### src/rtl/pipe_ctrl_gen.sv
// pipe_ctrl_gen: registered pipeline control with stall mask, multi-cycle exception flush, stall watchdog and counters
// Ports: stallreq_i per-stage stall requests (bits 0 and STAGES-1 ignored); excepttype_i exception code (0 = none);
//   cp0_epc_i ERET return address; stall_o stall mask; flush_o/new_pc_o flush and redirect target; run_o no stall/flush;
//   stall_timeout_o sticky watchdog flag; stall_cycles_o saturating stall-cycle count; flush_count_o wrapping exception count.
module pipe_ctrl_gen #(
  parameter int          STAGES       = 6,
  parameter int          FLUSH_CYCLES = 1,
  parameter logic [31:0] INT_VECTOR   = 32'h00000020,
  parameter logic [31:0] EXC_VECTOR   = 32'h00000040,
  parameter int          WDT_LIMIT    = 1024
) (
  input  logic              clk,
  input  logic              rst,
  input  logic [STAGES-1:0] stallreq_i,
  input  logic [31:0]       excepttype_i,
  input  logic [31:0]       cp0_epc_i,
  output logic [STAGES-1:0] stall_o,
  output logic              flush_o,
  output logic [31:0]       new_pc_o,
  output logic              run_o,
  output logic              stall_timeout_o,
  output logic [31:0]       stall_cycles_o,
  output logic [15:0]       flush_count_o
);
  typedef enum logic {RUN, FLUSH} state_t;
  localparam int WW = $clog2(WDT_LIMIT + 1);
  state_t            state_q, state_d;
  logic [STAGES-1:0] stall_q, stall_d, mask;
  logic              flush_q, flush_d, run_q, run_d, timeout_q, timeout_d;
  logic [31:0]       new_pc_q, new_pc_d, target, stall_cycles_q, stall_cycles_d;
  logic [15:0]       flush_count_q, flush_count_d;
  logic [3:0]        flush_cnt_q, flush_cnt_d;
  logic [WW-1:0]     wdt_q, wdt_d;
  // Highest requesting middle stage k freezes stages k..0; ascending loop lets the highest bit win.
  always_comb begin
    mask = '0;
    for (int i = 1; i < STAGES - 1; i++)
      if (stallreq_i[i]) mask = {STAGES{1'b1}} >> (STAGES - 1 - i);
  end
  assign target = excepttype_i == 32'h01 ? INT_VECTOR :
                  excepttype_i == 32'h0E ? cp0_epc_i : EXC_VECTOR;
  always_comb begin
    state_d       = state_q;
    stall_d       = '0;
    flush_d       = flush_q;
    new_pc_d      = new_pc_q;
    flush_cnt_d   = flush_cnt_q;
    flush_count_d = flush_count_q;
    if (state_q == RUN) begin
      if (excepttype_i != 32'd0) begin
        state_d       = FLUSH;
        flush_d       = 1'b1;
        new_pc_d      = target;
        flush_cnt_d   = 4'(FLUSH_CYCLES - 1);
        flush_count_d = flush_count_q + 16'd1;
      end else begin
        stall_d  = mask;
        flush_d  = 1'b0;
        new_pc_d = '0;
      end
    end else if (flush_cnt_q == 4'd0) begin
      state_d  = RUN;
      flush_d  = 1'b0;
      new_pc_d = '0;
    end else flush_cnt_d = flush_cnt_q - 4'd1;
    run_d          = stall_d == '0 && !flush_d;
    // Watchdog and stall counter track the mask being registered, so they line up with stall_o.
    wdt_d          = (stall_d == '0 || flush_d) ? '0 : wdt_q == WW'(WDT_LIMIT) ? wdt_q : wdt_q + 1'b1;
    timeout_d      = timeout_q | (wdt_d == WW'(WDT_LIMIT));
    stall_cycles_d = (stall_d != '0 && stall_cycles_q != '1) ? stall_cycles_q + 32'd1 : stall_cycles_q;
  end
  always_ff @(posedge clk) begin
    if (rst) begin
      state_q        <= RUN;
      stall_q        <= '0;
      flush_q        <= 1'b0;
      new_pc_q       <= '0;
      run_q          <= 1'b1;
      timeout_q      <= 1'b0;
      stall_cycles_q <= '0;
      flush_count_q  <= '0;
      flush_cnt_q    <= '0;
      wdt_q          <= '0;
    end else begin
      state_q        <= state_d;
      stall_q        <= stall_d;
      flush_q        <= flush_d;
      new_pc_q       <= new_pc_d;
      run_q          <= run_d;
      timeout_q      <= timeout_d;
      stall_cycles_q <= stall_cycles_d;
      flush_count_q  <= flush_count_d;
      flush_cnt_q    <= flush_cnt_d;
      wdt_q          <= wdt_d;
    end
  end
  assign stall_o         = stall_q;
  assign flush_o         = flush_q;
  assign new_pc_o        = new_pc_q;
  assign run_o           = run_q;
  assign stall_timeout_o = timeout_q;
  assign stall_cycles_o  = stall_cycles_q;
  assign flush_count_o   = flush_count_q;
endmodule
### config.mk
export PLATFORM = sky130hd
export DESIGN_NAME = pipe_ctrl_gen
export DESIGN_NICKNAME = d
export VERILOG_FILES = /design/src/rtl/pipe_ctrl_gen.sv
export SDC_FILE = /design/constraint.sdc
export NUM_CORES = 1
export LEC_CHECK = 0
export CORE_AREA = 2 2 100 102
export DETAILED_ROUTE_END_ITERATION = 8
export DIE_AREA = 0 0 102 104
export GPL_TIMING_DRIVEN = 0
export PLACE_DENSITY = 0.83
export SYNTH_ARGS = -nofsm -noshare
export SYNTH_HDL_FRONTEND = slang
export SYNTH_SLANG_ARGS = --single-unit
### constraint.sdc
create_clock -name clk -period 6.3 [get_ports clk]
set_input_delay 0.945 -clock clk [delete_from_list [all_inputs] [get_ports clk]]
set_output_delay 0.945 -clock clk [all_outputs]
set_load 0.01 [all_outputs]
# Word level (Yosys, flattened, before mapping)
# Index checks and enable logic that the tools add are counted.
dict set report totals {
  input_bits 72
  out_inout_bits 89
  word_cells 55
  register_bits 105
}
dict set report op_classes {
  bitwise_logic 2
  addsub 4
  eq_ne 7
  mux 21
  n_reduce_logical 11
}
# cell n
set ops {}
lappend ops {{32-bit 2-to-1 mux} 5}
lappend ops {{32-bit by 1-bit adder with 32-bit output (second input constant)} 1}
lappend ops {{32-bit by 1-bit equality test with 1-bit output (second input constant)} 1}
lappend ops {{32-bit by 4-bit equality test with 1-bit output (second input constant)} 1}
lappend ops {{32-bit != test (second input constant)} 1}
lappend ops {{32-bit nonzero test} 1}
lappend ops {{6-bit 2-to-1 mux} 5}
lappend ops {{11-bit equality test (second input constant)} 2}
lappend ops {{11-bit 2-to-1 mux} 2}
lappend ops {{16-bit by 1-bit adder with 16-bit output (second input constant)} 1}
lappend ops {{4-bit 2-to-1 mux} 3}
lappend ops {{11-bit by 1-bit adder with 11-bit output (second input constant)} 1}
lappend ops {{6-bit logical NOT} 1}
lappend ops {{6-bit nonzero test} 1}
lappend ops {{1-bit 2-to-1 mux} 5}
lappend ops {{4-bit logical NOT} 1}
lappend ops {{2-bit AND reduction} 2}
lappend ops {{4-bit by 1-bit subtractor with 4-bit output (second input constant)} 1}
lappend ops {{1-bit logical AND} 2}
lappend ops {{2-bit 2-to-1 mux} 1}
lappend ops {{2-bit by 1-bit != test with 1-bit output (second input constant)} 1}
lappend ops {{2-bit != test (second input constant)} 1}
lappend ops {{2-bit nonzero test} 1}
lappend ops {{1-bit logical NOT} 1}
lappend ops {{3 further kinds} 3}

# Depth between registers and ports, before layout
dict set report logic_depth {
  word_depth 11
  ltp_mapped 7
  mapped_depth_nobuf 7
}

# Worst setup path before layout
# Ideal clock, no wire load.
dict set report synth_timing {
  path_type {in2reg}
  from {input excepttype_i[1]}
  to {register stall_cycles_q[25] (netlist: stall_cycles_o[25])}
  arrival_ns 2.730
  setup_slack_ns 3.438
  path_stages 7
  required_time_ns 6.168
  path_cell_list {or4_4 -> or3_4 -> nor3_4 -> nand4_2 -> clkbuf_1 -> o31ai_1 -> a21oi_1}
}
dict set report synth_via {
  elab_chain_len 5
}
# item line
set synth_rtl {}
lappend synth_rtl {{start: declaration} 15} ;# input logic [31:0] excepttype_i,
lappend synth_rtl {{32-bit nonzero test} 50} ;# if (excepttype_i != 32'd0) begin
lappend synth_rtl {{6-bit 2-to-1 mux} 50}
lappend synth_rtl {{6-bit 2-to-1 mux} 49} ;# if (state_q == RUN) begin
lappend synth_rtl {{6-bit nonzero test} 70} ;# stall_cycles_d = (stall_d != '0 && stall_cycles_q != '1) ? stall_cycles_q + 32'd1 : stall_cycles_q;
lappend synth_rtl {{1-bit logical AND} 70}
lappend synth_rtl {{end signal: assignment} 91} ;# stall_cycles_q <= stall_cycles_d;
lappend synth_rtl {{end: declaration} 30} ;# logic [31:0] new_pc_q, new_pc_d, target, stall_cycles_q, stall_cycles_d;
# Every way passes these cells.
# A chain may end at the register's enable or synchronous reset.

# Worst setup path after layout
dict set report layout_timing {
  from {input excepttype_i[13]}
  to {register new_pc_q[17] (netlist: new_pc_o[17])}
}
dict set report layout_via {
  elab_chain_len 5
  word_cells_on_any_way 7
  cone_classes {eq/ne: 2; mux: 4; reduce/logical: 1}
}
# item line
set layout_rtl {}
lappend layout_rtl {{32-bit by 4-bit equality test with 1-bit output} 41} ;# excepttype_i == 32'h0E ? cp0_epc_i : EXC_VECTOR;
lappend layout_rtl {{32-bit 2-to-1 mux} 41}
lappend layout_rtl {{32-bit 2-to-1 mux} 40} ;# assign target = excepttype_i == 32'h01 ? INT_VECTOR :
lappend layout_rtl {{32-bit 2-to-1 mux *} 50}
lappend layout_rtl {{32-bit 2-to-1 mux *} 49}
lappend layout_rtl {{end signal: assignment} 88} ;# new_pc_q <= new_pc_d;
lappend layout_rtl {{end: declaration} 30}
# Mark *: on every way between the ends. The rest lies on a longest branch, timed or not.

==> impl_results.html <==
<table>
<tr><th>Metric</th><th>Value</th></tr>
<tr><th colspan="2">Power and ir drop</th></tr>
<tr><td>Internal power consumption</td><td>~860 µW</td></tr>
<tr><td>Portion of total power attributed to combinational logic</td><td>7.0%</td></tr>
<tr><td>Relative contribution of sequential cells to total power</td><td>57.8%</td></tr>
<tr><td>Part of the power in the clock network</td><td>between 30% and 40%</td></tr>
<tr><td>Sw Ratio</td><td>24.6%</td></tr>
<tr><td>Switching pwr</td><td>between 200 and 300 µW</td></tr>
<tr><td>Post-route total power</td><td>1140 µW</td></tr>
<tr><td>Power per standard cell area</td><td>approximately 180 nW/µm²</td></tr>
<tr><td>Leakage power of the design</td><td>approximately 0.0022 µW</td></tr>
<tr><td>Worst IR drop on VDD</td><td>0.119 mV</td></tr>
<tr><th colspan="2">Floorplanning</th></tr>
<tr><td>Area of the die</td><td>around 11,000 µm²</td></tr>
<tr><td>Y dimension of the die</td><td>roughly 100 µm</td></tr>
<tr><td>Number of placement rows</td><td>36</td></tr>
<tr><td>Die X</td><td>about 100 µm</td></tr>
<tr><td>Core area</td><td>roughly 9500 µm²</td></tr>
<tr><td>Starting density of the core</td><td>between 40% and 50%</td></tr>
<tr><td>I/O pin count</td><td>approximately 160</td></tr>
<tr><th colspan="2">Synth</th></tr>
<tr><td>Register area share after synthesis</td><td>a little under half</td></tr>
<tr><td>Share of flip-flops with an asynchronous set or reset after synthesis</td><td>0%</td></tr>
<tr><td>Number of standard cells after synthesis</td><td>492</td></tr>
<tr><td>FF+latch count, synth</td><td>roughly 100</td></tr>
<tr><td>Synthesized net count</td><td>between 500 and 600</td></tr>
<tr><td>Number of enable flip-flop cells after synthesis</td><td>0</td></tr>
<tr><td>Mean post-synth cell area</td><td>9.01 µm²</td></tr>
<tr><td>Share of Yosys cell area claimed by the top area cell type</td><td>46.5%</td></tr>
<tr><td>Most numerous cell in the Yosys netlist</td><td>sky130_fd_sc_hd__dfxtp_1</td></tr>
<tr><td>Area leader, netlist</td><td>sky130_fd_sc_hd__dfxtp_1</td></tr>
<tr><td>Most numerous cell types in the synthesized netlist</td><td>sky130_fd_sc_hd__dfxtp_1 (103), sky130_fd_sc_hd__nor2_1 (63), sky130_fd_sc_hd__a22o_1 (30), sky130_fd_sc_hd__xor2_1 (30), sky130_fd_sc_hd__nand2_1 (28)</td></tr>
<tr><td>Cell area after technology mapping</td><td>4430 µm²</td></tr>
<tr><td>Distinct cell type count of the synthesized netlist</td><td>47</td></tr>
<tr><td>Largest cells by area after synthesis</td><td>sky130_fd_sc_hd__dfxtp_1 (47%), sky130_fd_sc_hd__a22o_1 (5.9%), sky130_fd_sc_hd__xor2_1 (5.9%)</td></tr>
<tr><td>Commonest register cell after synthesis</td><td>sky130_fd_sc_hd__dfxtp_1</td></tr>
<tr><td>Total of warnings raised by yosys</td><td>0</td></tr>
<tr><th colspan="2">Min path</th></tr>
<tr><td>Start point of the worst hold path</td><td>new_pc_o[23]$_SDFFE_PP0P_</td></tr>
<tr><td>Class of the tightest hold or removal check</td><td>reg2reg</td></tr>
<tr><th colspan="2">Clock network</th></tr>
<tr><td>Number of buffers on the longest clock path</td><td>2</td></tr>
<tr><td>Post-CTS setup buffer count</td><td>0</td></tr>
<tr><td>Clock buffers created by TritonCTS</td><td>9</td></tr>
<tr><td>CTS Hold Bufs</td><td>0</td></tr>
<tr><td>Worst-skew pair later-pin latency</td><td>between 300 and 400 ps</td></tr>
<tr><td>CTS clock-pin slew for the worst setup and hold paths</td><td>between 100 and 150 ps</td></tr>
<tr><td>Count of clock tree sinks</td><td>around 100</td></tr>
<tr><td>Count of H-tree levels built during CTS</td><td>3</td></tr>
<tr><td>TritonCTS clock tree</td><td>yes</td></tr>
<tr><td>Post-CTS resize count</td><td>0</td></tr>
<tr><td>Root cell of the clock tree</td><td>sky130_fd_sc_hd__clkbuf_8</td></tr>
<tr><th colspan="2">Global routing</th></tr>
<tr><td>Pin count of the biggest net entering global routing</td><td>20</td></tr>
<tr><td>Total track usage</td><td>about 22%</td></tr>
<tr><td>Via count of the first global-routing pass</td><td>4,190</td></tr>
<tr><td>Global-route wire length before repair</td><td>between 15 and 20 mm</td></tr>
<tr><td>Number of antenna violations at the first check in global routing</td><td>0</td></tr>
<tr><td>Grt ovf</td><td>0</td></tr>
<tr><th colspan="2">Setup path</th></tr>
<tr><td>Arrival time reported for the critical path endpoint</td><td>roughly 3700 ps</td></tr>
<tr><td>Launch point of the worst path</td><td>excepttype_i[13]</td></tr>
<tr><td>Maximum net fanout on the critical path</td><td>10</td></tr>
<tr><td>WP data required</td><td>6620 ps</td></tr>
<tr><td>Critical path startpoint category</td><td>input port</td></tr>
<tr><td>Critical path class</td><td>in2reg</td></tr>
<tr><td>Worst Setup End Kind</td><td>flop</td></tr>
<tr><td>Worst r2r src</td><td>stall_cycles_o[13]$_SDFFE_PP0P_</td></tr>
<tr><th colspan="2">Route</th></tr>
<tr><td>DRC violation count after routing</td><td>0</td></tr>
<tr><td>Number of detailed-route iterations in the first pass</td><td>4</td></tr>
<tr><td>Wirelength per Cell</td><td>14.8 µm</td></tr>
<tr><td>Drt via density</td><td>5.41</td></tr>
<tr><td>Final ANT Viol Nets</td><td>0</td></tr>
<tr><td>Via Count</td><td>~4,300</td></tr>
<tr><td>Detailed Route Iter0 Violations</td><td>127</td></tr>
<tr><td>Total routed wirelength</td><td>~12 mm</td></tr>
<tr><th colspan="2">Cells and area</th></tr>
<tr><td>Final net count</td><td>738</td></tr>
<tr><td>Final antenna diode count</td><td>0</td></tr>
<tr><td>Layout overhead on the synthesized area</td><td>43.5%</td></tr>
<tr><td>Core Util, Final</td><td>around 67%</td></tr>
<tr><td>Layout cell share with drive strength beyond 1</td><td>under 10%</td></tr>
<tr><td>Fill count</td><td>slightly below 800</td></tr>
<tr><th colspan="2">Timing</th></tr>
<tr><td>Setup TNS</td><td>0 ps</td></tr>
<tr><td>Share of the clock period used by the worst path</td><td>52.8%</td></tr>
<tr><td>Minimum clock period after layout</td><td>between 3000 and 4000 ps</td></tr>
<tr><td>Unrepaired setup endpoints after global routing</td><td>no</td></tr>
<tr><td>Rel. slew slack</td><td>40.8%</td></tr>
<tr><td>Max Transition Viols Final</td><td>0</td></tr>
<tr><td>Worst-margin pin slew</td><td>between 800 and 900 ps</td></tr>
<tr><td>Setup violation total in the final timing report</td><td>0</td></tr>
<tr><td>Endpoints failing hold</td><td>0</td></tr>
<tr><td>Setup skew after layout</td><td>about 8.2 ps</td></tr>
<tr><td>Post-route worst setup slack</td><td>2970 ps</td></tr>
<tr><td>Fmax achieved</td><td>around 0.3 GHz</td></tr>
<tr><th colspan="2">Place</th></tr>
<tr><td>Worst slack at placement</td><td>roughly 2600 ps</td></tr>
<tr><td>Post-detail-place hpwl</td><td>about 9 mm</td></tr>
<tr><td>Port buffer count</td><td>around 160</td></tr>
<tr><td>Routability Congestion</td><td>0.849</td></tr>
<tr><th colspan="2">Status</th></tr>
<tr><td>Outcome</td><td>finished, final reports clean</td></tr>
<tr><th colspan="2">Job</th></tr>
<tr><td>Maxcap violations</td><td>0</td></tr>
</table>
-- worst max-delay path, stage by stage --
cell and delay, ps:
sky130_fd_sc_hd__clkdlybuf4s50_1 400, sky130_fd_sc_hd__nor4_1 380, sky130_fd_sc_hd__nand4_1 420, sky130_fd_sc_hd__nor2_1 360
sky130_fd_sc_hd__nor4b_1 540, sky130_fd_sc_hd__clkbuf_1 410, sky130_fd_sc_hd__a22o_1 190
-- power by group through the flow --
stage,Sequential [µW],Combinational [µW],Clock [µW]
2_1_floorplan,674,18.5,0
3_3_place_gp,673,77.4,0
3_5_place_dp,673,78.9,0
4_1_cts,658,79.5,405
5_1_grt,659,84.9,430
6_report,658,79.3,402
-- sequential cells by signal (all words and copies together), names as in the netlist --
register and count:
flush_cnt_q 4, stall_o 4, run_o 1, stall_cycles_o 32, new_pc_o 32, state_q 1, flush_o 1, stall_timeout_o 1
flush_count_o 16, wdt_q 11
-- stage by stage --
step	instance area (µm²)	instances	hold slack (ps)
after global routing	6360	798	508
after detailed placement	6170	782	463
after floorplan	4430	492	500
after global placement	6170	782	461
final	6360	798	490
after CTS	6360	798	495
-- per-layer routing --
layer  wire [µm]  global-route usage (%)  vias to the layer above
met1        4790                    26.3                     2039
met2        5860                    38.1                      158
met3         972                    6.25                       17
met5           0                       0                        -
li1            -                       -                     2107
met4         203                    7.52                        0
-- area by class of cell --
type	count	area, µm²	area share, %
multi-input combinational	355	2230	35.1
clock inverter	7	65.1	1.02
tap	133	166	2.62
buffer	24	98.8	1.55
inverter	10	37.5	0.590
timing repair buffer	157	1570	24.7
sequential	103	2060	32.4
clock buffer	9	124	1.95
-- final timing paths --
| path | end | slack, ps | cells past startpoint |
|---|---|---|---|
| worst max register to register | stall_cycles_o[15]$_SDFFE_PP0P_ | 3840 | 7 |
| worst min-delay path | new_pc_o[23]$_SDFFE_PP0P_ | 490 | 1 |
| worst max-delay path | new_pc_o[17]$_SDFFE_PP0P_ | 2970 | 7 |
| worst min register to register | new_pc_o[23]$_SDFFE_PP0P_ | 490 | 1 |
-- cells by family after synthesis --
group / share of synthesized area [%]
adders and majority gates: 1.69
AOI/OAI and AO/OA: 12.2
muxes: 0.678
xor gates and xnor gates: 8.89
buffers and inverters: 3.08
DFF: 46.5
and+or+nand+nor: 26.9
other: 0.0846
-- cell usage in the layout, fill, tap and decap left out, types with 4 or more instances in the layout --
cell type / instances
sky130_fd_sc_hd__clkdlybuf4s50_1: 157
sky130_fd_sc_hd__dfxtp_1: 103
sky130_fd_sc_hd__nor2_1: 63
sky130_fd_sc_hd__xor2_1: 30
sky130_fd_sc_hd__a22o_1: 30
sky130_fd_sc_hd__nand2_1: 28
sky130_fd_sc_hd__nand3_1: 27
sky130_fd_sc_hd__clkbuf_1: 21
sky130_fd_sc_hd__nor4_1: 18
sky130_fd_sc_hd__a21oi_1: 18
sky130_fd_sc_hd__nand4_1: 16
sky130_fd_sc_hd__nor3_1: 16
sky130_fd_sc_hd__xnor2_1: 15
sky130_fd_sc_hd__and3_1: 12
sky130_fd_sc_hd__inv_1: 10
sky130_fd_sc_hd__o21ai_0: 10
sky130_fd_sc_hd__clkbuf_8: 9
sky130_fd_sc_hd__or4_1: 8
sky130_fd_sc_hd__or3_1: 7
sky130_fd_sc_hd__o31ai_1: 6
sky130_fd_sc_hd__ha_1: 6
sky130_fd_sc_hd__nor2b_1: 5
sky130_fd_sc_hd__and2_1: 4
sky130_fd_sc_hd__and4_1: 4
Note: power is estimated with default switching activity, not from simulation.
